`src/rtl/icache_rf_ctrl_if.sv`:
```
// icache_rf_ctrl_if: flush, refill-write, lookup-read and register-file port bundle
interface icache_rf_ctrl_if #(
  parameter int ADDR_WIDTH = 5,
  parameter int DATA_WIDTH = 32
);
  logic                  flush_req_i, flush_busy_o, flush_done_o;
  logic                  wr0_req_i, wr0_gnt_o, wr1_req_i, wr1_gnt_o;
  logic [ADDR_WIDTH-1:0] wr0_addr_i, wr1_addr_i;
  logic [DATA_WIDTH-1:0] wr0_data_i, wr1_data_i;
  logic                  rd_a_req_i, rd_b_req_i, rd_a_gnt_o, rd_b_gnt_o;
  logic                  rd_a_valid_o, rd_b_valid_o;
  logic                  rf_ren_a_o, rf_ren_b_o, rf_we_a_o, rf_we_b_o;
  logic [ADDR_WIDTH-1:0] rf_waddr_a_o, rf_waddr_b_o;
  logic [DATA_WIDTH-1:0] rf_wdata_a_o, rf_wdata_b_o;
  modport master (
    output flush_req_i, wr0_req_i, wr0_addr_i, wr0_data_i,
           wr1_req_i, wr1_addr_i, wr1_data_i, rd_a_req_i, rd_b_req_i,
    input  flush_busy_o, flush_done_o, wr0_gnt_o, wr1_gnt_o,
           rd_a_gnt_o, rd_b_gnt_o, rd_a_valid_o, rd_b_valid_o,
           rf_ren_a_o, rf_ren_b_o, rf_we_a_o, rf_we_b_o,
           rf_waddr_a_o, rf_waddr_b_o, rf_wdata_a_o, rf_wdata_b_o
  );
  modport slave (
    input  flush_req_i, wr0_req_i, wr0_addr_i, wr0_data_i,
           wr1_req_i, wr1_addr_i, wr1_data_i, rd_a_req_i, rd_b_req_i,
    output flush_busy_o, flush_done_o, wr0_gnt_o, wr1_gnt_o,
           rd_a_gnt_o, rd_b_gnt_o, rd_a_valid_o, rd_b_valid_o,
           rf_ren_a_o, rf_ren_b_o, rf_we_a_o, rf_we_b_o,
           rf_waddr_a_o, rf_waddr_b_o, rf_wdata_a_o, rf_wdata_b_o
  );
endinterface

```
`src/rtl/icache_rf_ctrl.sv`:
```
// icache_rf_ctrl: flush sequencer, refill write arbiter and read gating for the icache tag/valid RF
module icache_rf_ctrl #(
  parameter int ADDR_WIDTH = 5,
  parameter int DATA_WIDTH = 32
) (
  input logic clk,
  input logic rst,
  icache_rf_ctrl_if.slave bus
);
  typedef enum logic {FLUSH, IDLE} state_t;
  localparam logic [ADDR_WIDTH-1:0] LAST = ADDR_WIDTH'((2 ** ADDR_WIDTH) - 2);
  state_t                state, state_n;
  logic [ADDR_WIDTH-1:0] cnt, cnt_n;
  logic                  pending, pending_n, prio, done_q, valid_a_q, valid_b_q;
  logic                  flushing, act, last, conf, gnt0, gnt1, rd_a, rd_b;
  always_ff @(posedge clk) begin
    if (rst) begin
      state     <= FLUSH;
      cnt       <= '0;
      pending   <= 1'b0;
      prio      <= 1'b0;
      done_q    <= 1'b0;
      valid_a_q <= 1'b0;
      valid_b_q <= 1'b0;
    end else begin
      state     <= state_n;
      cnt       <= cnt_n;
      pending   <= pending_n;
      prio      <= prio ^ conf;
      done_q    <= flushing & last;
      valid_a_q <= rd_a;
      valid_b_q <= rd_b;
    end
  end
  always_comb begin
    flushing  = !rst && state == FLUSH;
    act       = !rst && state == IDLE && !bus.flush_req_i;
    last      = cnt == LAST;
    conf      = act && bus.wr0_req_i && bus.wr1_req_i && bus.wr0_addr_i == bus.wr1_addr_i;
    gnt0      = act && bus.wr0_req_i && (!conf || !prio);
    gnt1      = act && bus.wr1_req_i && (!conf || prio);
    rd_a      = act && bus.rd_a_req_i;
    rd_b      = act && bus.rd_b_req_i;
    state_n   = state;
    cnt_n     = cnt;
    pending_n = pending;
    // a request seen in the final write cycle restarts directly instead of via pending
    if (state == FLUSH) begin
      cnt_n     = last ? '0 : cnt + ADDR_WIDTH'(2);
      pending_n = !last && (pending || bus.flush_req_i);
      state_n   = (!last || pending || bus.flush_req_i) ? FLUSH : IDLE;
    end else if (bus.flush_req_i) begin
      state_n = FLUSH;
      cnt_n   = '0;
    end
    bus.flush_busy_o = rst || state == FLUSH;
    bus.flush_done_o = !rst && done_q;
    bus.wr0_gnt_o    = gnt0;
    bus.wr1_gnt_o    = gnt1;
    bus.rd_a_gnt_o   = rd_a;
    bus.rd_b_gnt_o   = rd_b;
    bus.rf_ren_a_o   = rd_a;
    bus.rf_ren_b_o   = rd_b;
    bus.rd_a_valid_o = !rst && valid_a_q;
    bus.rd_b_valid_o = !rst && valid_b_q;
    bus.rf_we_a_o    = flushing || gnt0;
    bus.rf_we_b_o    = flushing || gnt1;
    bus.rf_waddr_a_o = flushing ? cnt : gnt0 ? bus.wr0_addr_i : '0;
    bus.rf_waddr_b_o = flushing ? (cnt | ADDR_WIDTH'(1)) : gnt1 ? bus.wr1_addr_i : '0;
    bus.rf_wdata_a_o = gnt0 ? bus.wr0_data_i : '0;
    bus.rf_wdata_b_o = gnt1 ? bus.wr1_data_i : '0;
  end
endmodule
```
`src/flat_wrapper.sv`:
```
// flat-port wrapper written by rule: the top's interface ports become plain ports
module icache_rf_ctrl_flat 
#(
  parameter int ADDR_WIDTH = 5,
  parameter int DATA_WIDTH = 32
)
  (clk, rst, bus_flush_req_i, bus_wr0_req_i, bus_wr0_addr_i, bus_wr0_data_i, bus_wr1_req_i, bus_wr1_addr_i, bus_wr1_data_i, bus_rd_a_req_i, bus_rd_b_req_i, bus_flush_busy_o, bus_flush_done_o, bus_wr0_gnt_o, bus_wr1_gnt_o, bus_rd_a_gnt_o, bus_rd_b_gnt_o, bus_rd_a_valid_o, bus_rd_b_valid_o, bus_rf_ren_a_o, bus_rf_ren_b_o, bus_rf_we_a_o, bus_rf_we_b_o, bus_rf_waddr_a_o, bus_rf_waddr_b_o, bus_rf_wdata_a_o, bus_rf_wdata_b_o);
  icache_rf_ctrl_if #(.ADDR_WIDTH(ADDR_WIDTH), .DATA_WIDTH(DATA_WIDTH)) bus_i ();
  input logic clk;
  input logic rst;
  input wire logic [$bits(bus_i.flush_req_i)-1:0] bus_flush_req_i;
  input wire logic [$bits(bus_i.wr0_req_i)-1:0] bus_wr0_req_i;
  input wire logic [$bits(bus_i.wr0_addr_i)-1:0] bus_wr0_addr_i;
  input wire logic [$bits(bus_i.wr0_data_i)-1:0] bus_wr0_data_i;
  input wire logic [$bits(bus_i.wr1_req_i)-1:0] bus_wr1_req_i;
  input wire logic [$bits(bus_i.wr1_addr_i)-1:0] bus_wr1_addr_i;
  input wire logic [$bits(bus_i.wr1_data_i)-1:0] bus_wr1_data_i;
  input wire logic [$bits(bus_i.rd_a_req_i)-1:0] bus_rd_a_req_i;
  input wire logic [$bits(bus_i.rd_b_req_i)-1:0] bus_rd_b_req_i;
  output wire logic [$bits(bus_i.flush_busy_o)-1:0] bus_flush_busy_o;
  output wire logic [$bits(bus_i.flush_done_o)-1:0] bus_flush_done_o;
  output wire logic [$bits(bus_i.wr0_gnt_o)-1:0] bus_wr0_gnt_o;
  output wire logic [$bits(bus_i.wr1_gnt_o)-1:0] bus_wr1_gnt_o;
  output wire logic [$bits(bus_i.rd_a_gnt_o)-1:0] bus_rd_a_gnt_o;
  output wire logic [$bits(bus_i.rd_b_gnt_o)-1:0] bus_rd_b_gnt_o;
  output wire logic [$bits(bus_i.rd_a_valid_o)-1:0] bus_rd_a_valid_o;
  output wire logic [$bits(bus_i.rd_b_valid_o)-1:0] bus_rd_b_valid_o;
  output wire logic [$bits(bus_i.rf_ren_a_o)-1:0] bus_rf_ren_a_o;
  output wire logic [$bits(bus_i.rf_ren_b_o)-1:0] bus_rf_ren_b_o;
  output wire logic [$bits(bus_i.rf_we_a_o)-1:0] bus_rf_we_a_o;
  output wire logic [$bits(bus_i.rf_we_b_o)-1:0] bus_rf_we_b_o;
  output wire logic [$bits(bus_i.rf_waddr_a_o)-1:0] bus_rf_waddr_a_o;
  output wire logic [$bits(bus_i.rf_waddr_b_o)-1:0] bus_rf_waddr_b_o;
  output wire logic [$bits(bus_i.rf_wdata_a_o)-1:0] bus_rf_wdata_a_o;
  output wire logic [$bits(bus_i.rf_wdata_b_o)-1:0] bus_rf_wdata_b_o;
  assign bus_i.flush_req_i = bus_flush_req_i;
  assign bus_i.wr0_req_i = bus_wr0_req_i;
  assign bus_i.wr0_addr_i = bus_wr0_addr_i;
  assign bus_i.wr0_data_i = bus_wr0_data_i;
  assign bus_i.wr1_req_i = bus_wr1_req_i;
  assign bus_i.wr1_addr_i = bus_wr1_addr_i;
  assign bus_i.wr1_data_i = bus_wr1_data_i;
  assign bus_i.rd_a_req_i = bus_rd_a_req_i;
  assign bus_i.rd_b_req_i = bus_rd_b_req_i;
  assign bus_flush_busy_o = bus_i.flush_busy_o;
  assign bus_flush_done_o = bus_i.flush_done_o;
  assign bus_wr0_gnt_o = bus_i.wr0_gnt_o;
  assign bus_wr1_gnt_o = bus_i.wr1_gnt_o;
  assign bus_rd_a_gnt_o = bus_i.rd_a_gnt_o;
  assign bus_rd_b_gnt_o = bus_i.rd_b_gnt_o;
  assign bus_rd_a_valid_o = bus_i.rd_a_valid_o;
  assign bus_rd_b_valid_o = bus_i.rd_b_valid_o;
  assign bus_rf_ren_a_o = bus_i.rf_ren_a_o;
  assign bus_rf_ren_b_o = bus_i.rf_ren_b_o;
  assign bus_rf_we_a_o = bus_i.rf_we_a_o;
  assign bus_rf_we_b_o = bus_i.rf_we_b_o;
  assign bus_rf_waddr_a_o = bus_i.rf_waddr_a_o;
  assign bus_rf_waddr_b_o = bus_i.rf_waddr_b_o;
  assign bus_rf_wdata_a_o = bus_i.rf_wdata_a_o;
  assign bus_rf_wdata_b_o = bus_i.rf_wdata_b_o;
  icache_rf_ctrl #(.ADDR_WIDTH(ADDR_WIDTH), .DATA_WIDTH(DATA_WIDTH)) u_core (.clk(clk), .rst(rst), .bus(bus_i));
endmodule
```
`config.mk`:
```
export PLATFORM = sky130hd
export DESIGN_NAME = icache_rf_ctrl_flat
export DESIGN_NICKNAME = d
export VERILOG_FILES = /design/src/rtl/icache_rf_ctrl_if.sv /design/src/rtl/icache_rf_ctrl.sv /design/src/flat_wrapper.sv
export SDC_FILE = /design/constraint.sdc
export NUM_CORES = 1
export LEC_CHECK = 0
export ABC_AREA = 1
export CAP_MARGIN = 25
export CORE_MARGIN = 5
export CORE_UTILIZATION = 28
export DETAILED_ROUTE_END_ITERATION = 7
export PLACE_DENSITY_LB_ADDON = 0.12
export SETUP_SLACK_MARGIN = 0.2
export SLEW_MARGIN = 20
export SYNTH_ARGS = -nofsm -noshare
export SYNTH_HDL_FRONTEND = slang
export SYNTH_SLANG_ARGS = --single-unit
export TNS_END_PERCENT = 50
```
`constraint.sdc`:
```
create_clock -name clk -period 5.15 [get_ports clk]
set_clock_uncertainty 0.05 [all_clocks]
set_input_delay 0.7725 -clock clk [delete_from_list [all_inputs] [get_ports clk]]
set_output_delay 0.7725 -clock clk [all_outputs]
set_load 0.03 [all_outputs]
```
==> reports/results.ini <==
[setup_path]
critical-path-top-cell-by-count=sky130_fd_sc_hd__nand2_1
reg2regPathDepth=6
critPathRequiredTime_ns=4.33
cp_max_fo=33
r2r_path_end=u_core.prio
cp-end-kind=output pin
startpoint_of_the_worst_slack_reg_to_reg_timing_path=u_core.state
crit_end=bus_rf_we_b_o
path_cells=clkdlybuf4s50_1 -> inv_2 -> nand3_4 -> nor2_4 -> nand2_1 -> nor2_1 -> ha_1 -> inv_1 -> nand2_1 -> nor2_4 -> inv_2 -> nand2_1 -> clkdlybuf4s50_1
timing_worst_setup_path_type=primary input to output pin
critical-path-max-stage-delay_ns=0.62
crit_path_top_delay_cell=sky130_fd_sc_hd__clkdlybuf4s50_1
rrSetupSlack_ns=3.60
worst_ep_arrival_time_ns=3.55
crit_path_start_kind=primary input
critical_path.n_buffers_inverters=5
critical_path.startpoint=rst
crit_cells=13
path_delay_family=buffers and inverters

[run_status]
status=completed

[synthesis]
synth.ff_latch_count=10
synth_cell_type_count=15
post_synth_instance_area_mm2=0.00128
syn_area_per_cell_um2=4.89
yosys_warnings=0
synth_sequential_area_ratio_pct=15.6
netlist_instances=262
synth.net_count=346

[drt]
finalWirelength_mm=6.26
drt_iter0_drc=98
via_count=1899
wl_per_cell_um=13.2
antenna_violating_nets_post_route=0
route.detailed.drc=0
via_per_inst=3.99
first_pass_iters=4

[pwr]
switching_share_pct=25.4
clockPowerShare_pct=34.8
power.combinational.fraction_pct=36.4
power_switching_w=0.0000732
cellPowerDensity_mw_per_mm2=96.8
internal_power_w=0.000215
cellLeakagePower_nw=1.54
fin_total_pwr_w=0.000289
max-vdd-ir-drop_uv=139
pwr-share-seq_pct=28.8

[cells_and_area]
final_layout_size_suffix_gt1_share_pct=2.36
layout-area-overhead-vs-synth_pct=133
antennaDiodeCount=0
fillers=410
finish.net_count=509
multiInputGateArea_um2=661
register_area_um2=200

[sta]
layout_worst_path_cycle_share_pct=84.8
worst_slew_margin_pct=64.9
worst_pin_slew_ns=0.526
number_of_endpoints_failing_setup_at_the_final_stage=0
rsz0062_at_grt=no
timing.fmax_mhz=229
timing_max_transition_violations_final=0
finalHoldViolCount=0
totalNegativeSetupSlack_ns=0
final_period_minus_worst_setup_slack_ns=4.37

[cts]
clkSlewWorstSetupHoldPaths_ns=0.05
clockRootBuffer=sky130_fd_sc_hd__clkbuf_8
ctsLongestPathBuffers=2
ctsHtreeMaxLevel=1
clock_latency_ns=0.24
post_cts_hold_buffer_count=0
cts-resized-gates=0
post-cts-setup-buffer-count=0
tritoncts_clock_tree=yes
cts_sinks=10
cts-buffers-inserted=3

[worst_hold_path]
hp-class=flop to flop

[floorplanning]
core_region_area_mm2=0.00438
start_util_pct=29.2
top_level_ports=167
die_width_um=77.6
placement_rows=24
die_area_mm2=0.00603
die_h_um=77.6

[placement]
post-dp-hpwl_mm=5.44
finalWeightedCongestion=0.920
buffer_ports.inserted=166

[global_routing]
globalRouteTotalUtil_pct=19.1
grt_pass1_vias=1689
antenna_found_initial=0
grt_max_degree=36
grt_pass1_wl_mm=9.20
overflow=0

[run]
timing.max_cap.violations=0

logic make-up after synthesis:
logic type / Yosys count / share of synthesized area, %
simple gates: 145 / 46.3
fa+ha+maj: 3 / 2.93
flops: 10 / 15.6
compound gates: 6 / 2.34
buf+inv: 98 / 32.8
worst min-delay path by stage:
stage | startpoint | endpoint | depth (start not counted)
2_1_floorplan | u_core.pending | u_core.pending | 2
6_report | u_core.pending | u_core.pending | 2
4_1_cts | u_core.pending | u_core.pending | 2
3_5_place_dp | u_core.pending | u_core.pending | 2
5_1_grt | u_core.pending | u_core.pending | 2
3_3_place_gp | u_core.pending | u_core.pending | 2
routing by layer:
layer | global-route usage, % | vias to the layer above | wire, µm
li1 | - | 1035 | -
met1 | 21.6 | 782 | 2430
met2 | 34.8 | 77 | 3150
met3 | 5.44 | 5 | 628
met4 | 4.64 | 0 | 55
met5 | 0 | - | 0
layout make-up:
class	instances	share of cell area, %
Clock buffer	4	1.85
Timing Repair Buffer	166	55.8
Inverter	90	11.3
Multi-Input combinational cell	154	22.2
Tap cell	52	2.18
Sequential cell	10	6.72
power by group through the flow:
stage	logic, W	clock network [W]	registers, W
after floorplan	0.0000314	0	0.0000840
after global placement	0.000103	0	0.0000846
after detailed placement	0.000105	0	0.0000846
after CTS	0.000106	0.000103	0.0000831
after global routing	0.000114	0.000107	0.0000837
final	0.000105	0.000100	0.0000832
state kept, by name, summed over array words and instances, names as in the netlist:
| register | flops |
|---|---|
| u_core.state | 1 |
| u_core.valid_a_q | 1 |
| u_core.pending | 1 |
| u_core.valid_b_q | 1 |
| u_core.done_q | 1 |
| u_core.cnt | 4 |
| u_core.prio | 1 |
cells in the final DEF, fill, tap and decap left out:
cell type,count
sky130_fd_sc_hd__clkdlybuf4s50_1,166
sky130_fd_sc_hd__inv_1,88
sky130_fd_sc_hd__nor2_1,83
sky130_fd_sc_hd__nand2_1,49
sky130_fd_sc_hd__dfxtp_1,10
sky130_fd_sc_hd__nand3_1,8
sky130_fd_sc_hd__clkbuf_8,4
sky130_fd_sc_hd__o21ai_0,3
sky130_fd_sc_hd__a21oi_1,3
sky130_fd_sc_hd__ha_1,3
sky130_fd_sc_hd__inv_2,2
sky130_fd_sc_hd__nor2_4,2
sky130_fd_sc_hd__nand3_4,1
sky130_fd_sc_hd__nand2_4,1
sky130_fd_sc_hd__nand4_1,1
stage by stage:
stage | std cells | area (µm²) | setup WS [ns] | util [%] | hold WS [ns]
global placement | 472 | 2930 | 0.904 | 66.7 | 0.408
CTS | 476 | 2980 | 0.788 | 68.0 | 0.440
detailed placement | 472 | 2930 | 0.784 | 66.7 | 0.431
global route | 476 | 2980 | 0.588 | 68.0 | 0.452
floorplan | 262 | 1280 | 1.94 | - | 0.394
finish | 476 | 2980 | 0.780 | 68.0 | 0.431
synth_stat cells (all sizes together):
cell type / count / share of area, %
nand3: 9 / 4.5
a21oi: 3 / 1.2
ha: 3 / 2.9
inv: 90 / 26
o21ai: 3 / 1.2
nand2: 50 / 15
nand4: 1 / 0.49
buf: 8 / 6.4
dfxtp: 10 / 16
nor2: 85 / 26
worst register-to-register path: stages, from the launching register on:
cell	delay, ns
sky130_fd_sc_hd__dfxtp_1	0.48
sky130_fd_sc_hd__nand3_4	0.19
sky130_fd_sc_hd__nor2_4	0.21
sky130_fd_sc_hd__nand2_1	0.08
sky130_fd_sc_hd__nor2_1	0.15
sky130_fd_sc_hd__ha_1	0.25
sky130_fd_sc_hd__nor2_1	0.07
Power figures use the tool's default switching activity.
